**src/rtl/dg0045_pkg.sv**
```systemverilog
// Shared types and constants for the DG0045 program-memory responder.
package dg0045_pkg;

    localparam int DG_PC_W = 10;
    localparam int DG_HL_W = 5;

    localparam logic [7:0] DG_NOP = 8'h00;

    typedef enum logic [2:0] {
        ST_LO     = 3'd0,
        ST_HI     = 3'd1,
        ST_LO_CHK = 3'd2,
        ST_LOOKUP = 3'd3,
        ST_IDLE   = 3'd4
    } scan_state_t;

endpackage

```
**src/rtl/dg0045_prog_store.sv**
```systemverilog
// Program store: synchronous write, asynchronous read; out-of-range reads return NOP
// and out-of-range writes are dropped.
module dg0045_prog_store
    import dg0045_pkg::*;
#(
    parameter int ROM_DEPTH = 64
) (
    input  logic               clk_in,
    input  logic               we,
    input  logic [DG_PC_W-1:0] waddr,
    input  logic [7:0]         wdata,
    input  logic [DG_PC_W-1:0] raddr,
    output logic [7:0]         rdata
);

    localparam int AW = (ROM_DEPTH > 1) ? $clog2(ROM_DEPTH) : 1;
    localparam logic [DG_PC_W:0] DEPTH_L = (DG_PC_W + 1)'(ROM_DEPTH);

    logic [7:0] mem [ROM_DEPTH];
    logic       w_in_range;
    logic       r_in_range;

    assign w_in_range = ({1'b0, waddr} < DEPTH_L);
    assign r_in_range = ({1'b0, raddr} < DEPTH_L);

    always_ff @(posedge clk_in) begin
        if (we && w_in_range) begin
            mem[waddr[AW-1:0]] <= wdata;
        end
    end

    assign rdata = r_in_range ? mem[raddr[AW-1:0]] : DG_NOP;

endmodule

```
**src/rtl/dg0045_rom_responder.sv**
```systemverilog
// Scans the core's multiplexed PC, looks the address up in the program store and
// presents the instruction byte; a host load port writes the store while fetch is idle.
//
//   state     | meaning
//   ST_LO     | pc_mux=0, sample PL[4:0] into lo
//   ST_HI     | pc_mux=1, sample {PU, PL[5]} into hi
//   ST_LO_CHK | pc_mux=0, resample PL[4:0] into lo2
//   ST_LOOKUP | accept scan if lo2==lo, update outputs
//   ST_IDLE   | fetch suspended, load port open, rom_data=NOP
module dg0045_rom_responder
    import dg0045_pkg::*;
#(
    parameter int ROM_DEPTH = 64,
    parameter int SETTLE    = 0
) (
    input  logic               clk_in,
    input  logic               RESET,
    input  logic [DG_HL_W-1:0] pc_hl,
    output logic               pc_mux,
    output logic [7:0]         rom_data,
    output logic [DG_PC_W-1:0] fetch_addr,
    output logic               fetch_stb,
    input  logic               prog_en,
    input  logic               load_valid,
    output logic               load_ready,
    input  logic [DG_PC_W-1:0] load_addr,
    input  logic [7:0]         load_data
);

    localparam int CW = $clog2(SETTLE + 2);
    localparam logic [CW-1:0] SETTLE_LD = CW'(SETTLE);

    scan_state_t        state;
    scan_state_t        state_nxt;
    logic [CW-1:0]      settle_cnt;
    logic               last_cyc;
    logic [DG_HL_W-1:0] lo;
    logic [DG_HL_W-1:0] hi;
    logic [DG_HL_W-1:0] lo2;
    logic               first_scan;
    logic               scan_ok;
    logic [DG_PC_W-1:0] scan_addr;
    logic [7:0]         mem_rdata;
    logic               store_we;

    assign last_cyc  = (settle_cnt == '0);
    assign scan_ok   = (lo2 == lo);
    assign scan_addr = {hi, lo};
    assign store_we  = load_valid & load_ready;

    dg0045_prog_store #(
        .ROM_DEPTH(ROM_DEPTH)
    ) u_store (
        .clk_in(clk_in),
        .we    (store_we),
        .waddr (load_addr),
        .wdata (load_data),
        .raddr (scan_addr),
        .rdata (mem_rdata)
    );

    always_comb begin
        state_nxt  = state;
        load_ready = (state == ST_IDLE);
        case (state)
            ST_LO:     if (last_cyc) state_nxt = ST_HI;
            ST_HI:     if (last_cyc) state_nxt = ST_LO_CHK;
            ST_LO_CHK: if (last_cyc) state_nxt = ST_LOOKUP;
            ST_LOOKUP: state_nxt = ST_LO;
            ST_IDLE:   state_nxt = ST_LO;
            default:   state_nxt = ST_LO;
        endcase
        if (prog_en) begin
            state_nxt = ST_IDLE;
        end
    end

    always_ff @(posedge clk_in or negedge RESET) begin
        if (!RESET) begin
            state      <= ST_LO;
            settle_cnt <= SETTLE_LD;
            pc_mux     <= 1'b0;
            lo         <= '0;
            hi         <= '0;
            lo2        <= '0;
            rom_data   <= DG_NOP;
            fetch_addr <= '0;
            fetch_stb  <= 1'b0;
            first_scan <= 1'b1;
        end else begin
            state     <= state_nxt;
            pc_mux    <= (state_nxt == ST_HI);
            fetch_stb <= 1'b0;

            // Reload the settle timer on every state change; it holds at zero otherwise.
            if (state_nxt != state) begin
                settle_cnt <= SETTLE_LD;
            end else if (!last_cyc) begin
                settle_cnt <= settle_cnt - 1'b1;
            end

            case (state)
                ST_LO:     if (last_cyc) lo  <= pc_hl;
                ST_HI:     if (last_cyc) hi  <= pc_hl;
                ST_LO_CHK: if (last_cyc) lo2 <= pc_hl;
                ST_LOOKUP: begin
                    if (!prog_en && scan_ok) begin
                        rom_data <= mem_rdata;
                        if (first_scan || (scan_addr != fetch_addr)) begin
                            fetch_addr <= scan_addr;
                            fetch_stb  <= 1'b1;
                            first_scan <= 1'b0;
                        end
                    end
                end
                default: ;
            endcase

            // Entering or sitting in IDLE blanks the byte and re-arms the first-scan pulse.
            if (state_nxt == ST_IDLE) begin
                rom_data   <= DG_NOP;
                first_scan <= 1'b1;
            end
        end
    end

endmodule

```
**config.mk**
```make
export PLATFORM = sky130hd
export DESIGN_NAME = dg0045_rom_responder
export DESIGN_NICKNAME = d
export VERILOG_FILES = /design/src/rtl/dg0045_pkg.sv /design/src/rtl/dg0045_prog_store.sv /design/src/rtl/dg0045_rom_responder.sv
export SDC_FILE = /design/constraint.sdc
export NUM_CORES = 1
export LEC_CHECK = 0
export ABC_AREA = 1
export CORE_MARGIN = 2
export CORE_UTILIZATION = 40
export DETAILED_ROUTE_END_ITERATION = 10
export GPL_TIMING_DRIVEN = 0
export SLEW_MARGIN = 20
export SYNTH_ARGS = -nofsm -noshare
export SYNTH_HDL_FRONTEND = slang
export SYNTH_HIERARCHICAL = 1
export SYNTH_SLANG_ARGS = --single-unit
```
**constraint.sdc**
```tcl
create_clock -name clk_in -period 5.35 [get_ports clk_in]
set_input_delay 0.8025 -clock clk_in [delete_from_list [all_inputs] [get_ports clk_in]]
set_output_delay 0.8025 -clock clk_in [all_outputs]
set_load 0.1 [all_outputs]
```
==> flow_summary.toml <==
[route]
vias = 16360
drtPass1Iterations = 9
wl_um = 68690
drc_errors = 0
drtAntennaViolNets = 0
dr.first_iter.drc_count = 1879
wire_per_inst_um = 23.34
vias_per_cell = 5.560

[global_route]
grt_use_total = 0.2312
grt_first_pass_wirelength_um = 99970
antenna_found_initial = 0
overflow = 0
grt_pass1_vias = 15150
grt_max_degree = 65

[clocking]
clockRootBuffer = "clkbuf_16"
cts_tree = "done"
max-clock-path-buffers = 3
hold_buffers = 0
cts.clk_slew.worst_paths_ns = 0.06
ctsResizeCount = 0
cts_made_buffers = 57
htree_levels = 2
cts.sinks = 551
insertion_delay_ns = 0.63
cts_setup_buffers = 0

[power]
p_leak_nw = 9.669
peakVddDrop_mv = 0.2866
p_per_area_nw_per_um2 = 382.8

[floorplanning]
die_y_um = 243.3
die_area_um2 = 59170
ios = 48
num_rows = 87
initial_utilization = 0.4053
core_area_um2 = 56500
die_x_um = 243.3

[timing]
finalHoldViolCount = 0
final.period_utilization = 0.6640
fmax_mhz = 281.5
period_needed_ns = 3.553
rsz0062_at_grt = "false"
setup_tns_ns = 0
final-setup-viol-count = 0
max_slew_margin = 0.1823
finClkSkew_ns = 0.03887
drv_slew = 0
worstMarginPinSlew_ns = 1.222

[synth]
netlist_instances = 2033
syn_area_per_cell_um2 = 11.26
netlist_top_cells_area = "edfxtp_1 (67%), nand2_1 (12%), nand3_1 (10%), dfrtp_1 (4.2%), nor2_1 (1.2%)"
ys_warn_count = 6
synth_area_leader_cell = "edfxtp_1"
synth_cell_type_count = 28
synth_seq_cells = 551
seq_area_frac_synth = 0.7142
syn_area_um2 = 22900
synth_top_cell_area_share = 0.6715
syn-num-nets = 2060

[cells_and_area]
n_antenna_cell = 0
fin_nets = 2172
syn2layout_area_growth_pct = 14.42
fin_cells = 2943
layout_commonest_cell = "nand2_1"
drive_above_1_share = 0.08779
final_cell_mix = "nand2_1 (728), edfxtp_1 (512), nand3_1 (465)"

[setup_path]
reg2reg_depth = 8
required_ns = 5.56
path_max_fanout = 8
worstSetupStartpointType = "flop"
path_class = "reg2reg"
crit_path_end_kind = "flop"
arrival_ns = 3.76

[place]
gp_congestion = 0.9478
hpwl_um = 46590
place_inst = 2842
port_buffers = 47

[min_path]
hp-class = "in2async"

[status]
status = "complete, no violations"

[run]
cap_violations = 0
[where the power goes]
part | internal, W | switching, W
Clock | 0.00214 | 0.00164
Sequential | 0.00474 | 0.0000369
Combinational | 0.000405 | 0.00107
[layer usage]
metal	vias up	track usage	part of all wire
li1	7267	-	-
met1	8031	0.3202	0.40
met2	888	0.3562	0.45
met3	176	0.04307	0.11
met4	0	0.1030	0.046
met5	-	0	0
[path summary, 6_finish.rpt]
| kind | start | slack [ns] | to |
|---|---|---|---|
| max in group asynchronous | RESET | 4.66 | first_scan |
| worst max register to register | state[0] | 1.80 | u_store/mem[43][0] |
| min in group clk_in | first_scan | 0.46 | first_scan |
| worst max-delay path | state[0] | 1.80 | u_store/mem[43][0] |
| worst min-delay path | RESET | 0.14 | rom_data[5] |
| worst min register to register | first_scan | 0.46 | first_scan |
[synthesized netlist by cell type, drive strengths merged]
cell type,n
nand2,741
edfxtp,512
nand3,467
buf,97
nor2,77
inv,46
dfrtp,38
clkbuf,19
o21ai,16
a21oi,10
nor3,3
xnor2,2
and2,1
clkinv,1
dfstp,1
nand4,1
or4,1
[cells by family (layout without fill, tap and decap cells)]
family | Yosys count | in the layout | synth area share
AO/OA/AOI/OAI | 26 | 26 | 0.005683
XOR/XNOR | 2 | 2 | 0.0007652
buffers and inverters | 163 | 317 | 0.03792
flip-flops | 551 | 551 | 0.7142
AND/OR/NAND/NOR | 1291 | 1291 | 0.2415
[state kept, by name, summed over array words and instances, names as in the netlist]
signal,cells
hi,5
lo2,5
fetch_stb,1
rom_data,8
first_scan,1
lo,5
pc_mux,1
fetch_addr,10
u_store/mem,512
state,3
[layout make-up]
type | count | area (um^2)
flip-flops and latches | 551 | 16350
well taps | 756 | 945.9
clock buffers | 69 | 1471
fillers | 5108 | 30300
clock inverters | 32 | 284.0
repair buffers | 53 | 588.1
inverters | 47 | 181.4
plain buffers | 116 | 686.9
multi-input cells | 1319 | 5689
[worst max-delay path, cell delays in order (launching register included)]
cell and delay, ns:
dfrtp_1 0.41, nor3_1 0.35, and2_1 0.18, nand2_1 0.05
nor3_1 0.14, inv_1 0.18, nor2_1 0.32, nand3_1 0.48
nor2_1 1.02
[per-stage QoR]
step / area, um^2 / worst slack [ns] / total power [W] / util / hold slack [ns]
2_1_floorplan: 22900 / 1.113 / 0.005710 / - / 0.4425
3_3_place_gp: 24310 / 1.426 / 0.006291 / 0.4304 / 0.4561
3_5_place_dp: 24440 / 1.446 / 0.006311 / 0.4325 / 0.4602
4_1_cts: 26190 / 1.860 / 0.01006 / 0.4636 / 0.1287
5_1_grt: 26200 / 1.657 / 0.01036 / 0.4637 / 0.1629
6_report: 26200 / 1.797 / 0.01003 / 0.4637 / 0.1447
No activity file was read; power rests on OpenSTA's default activity.
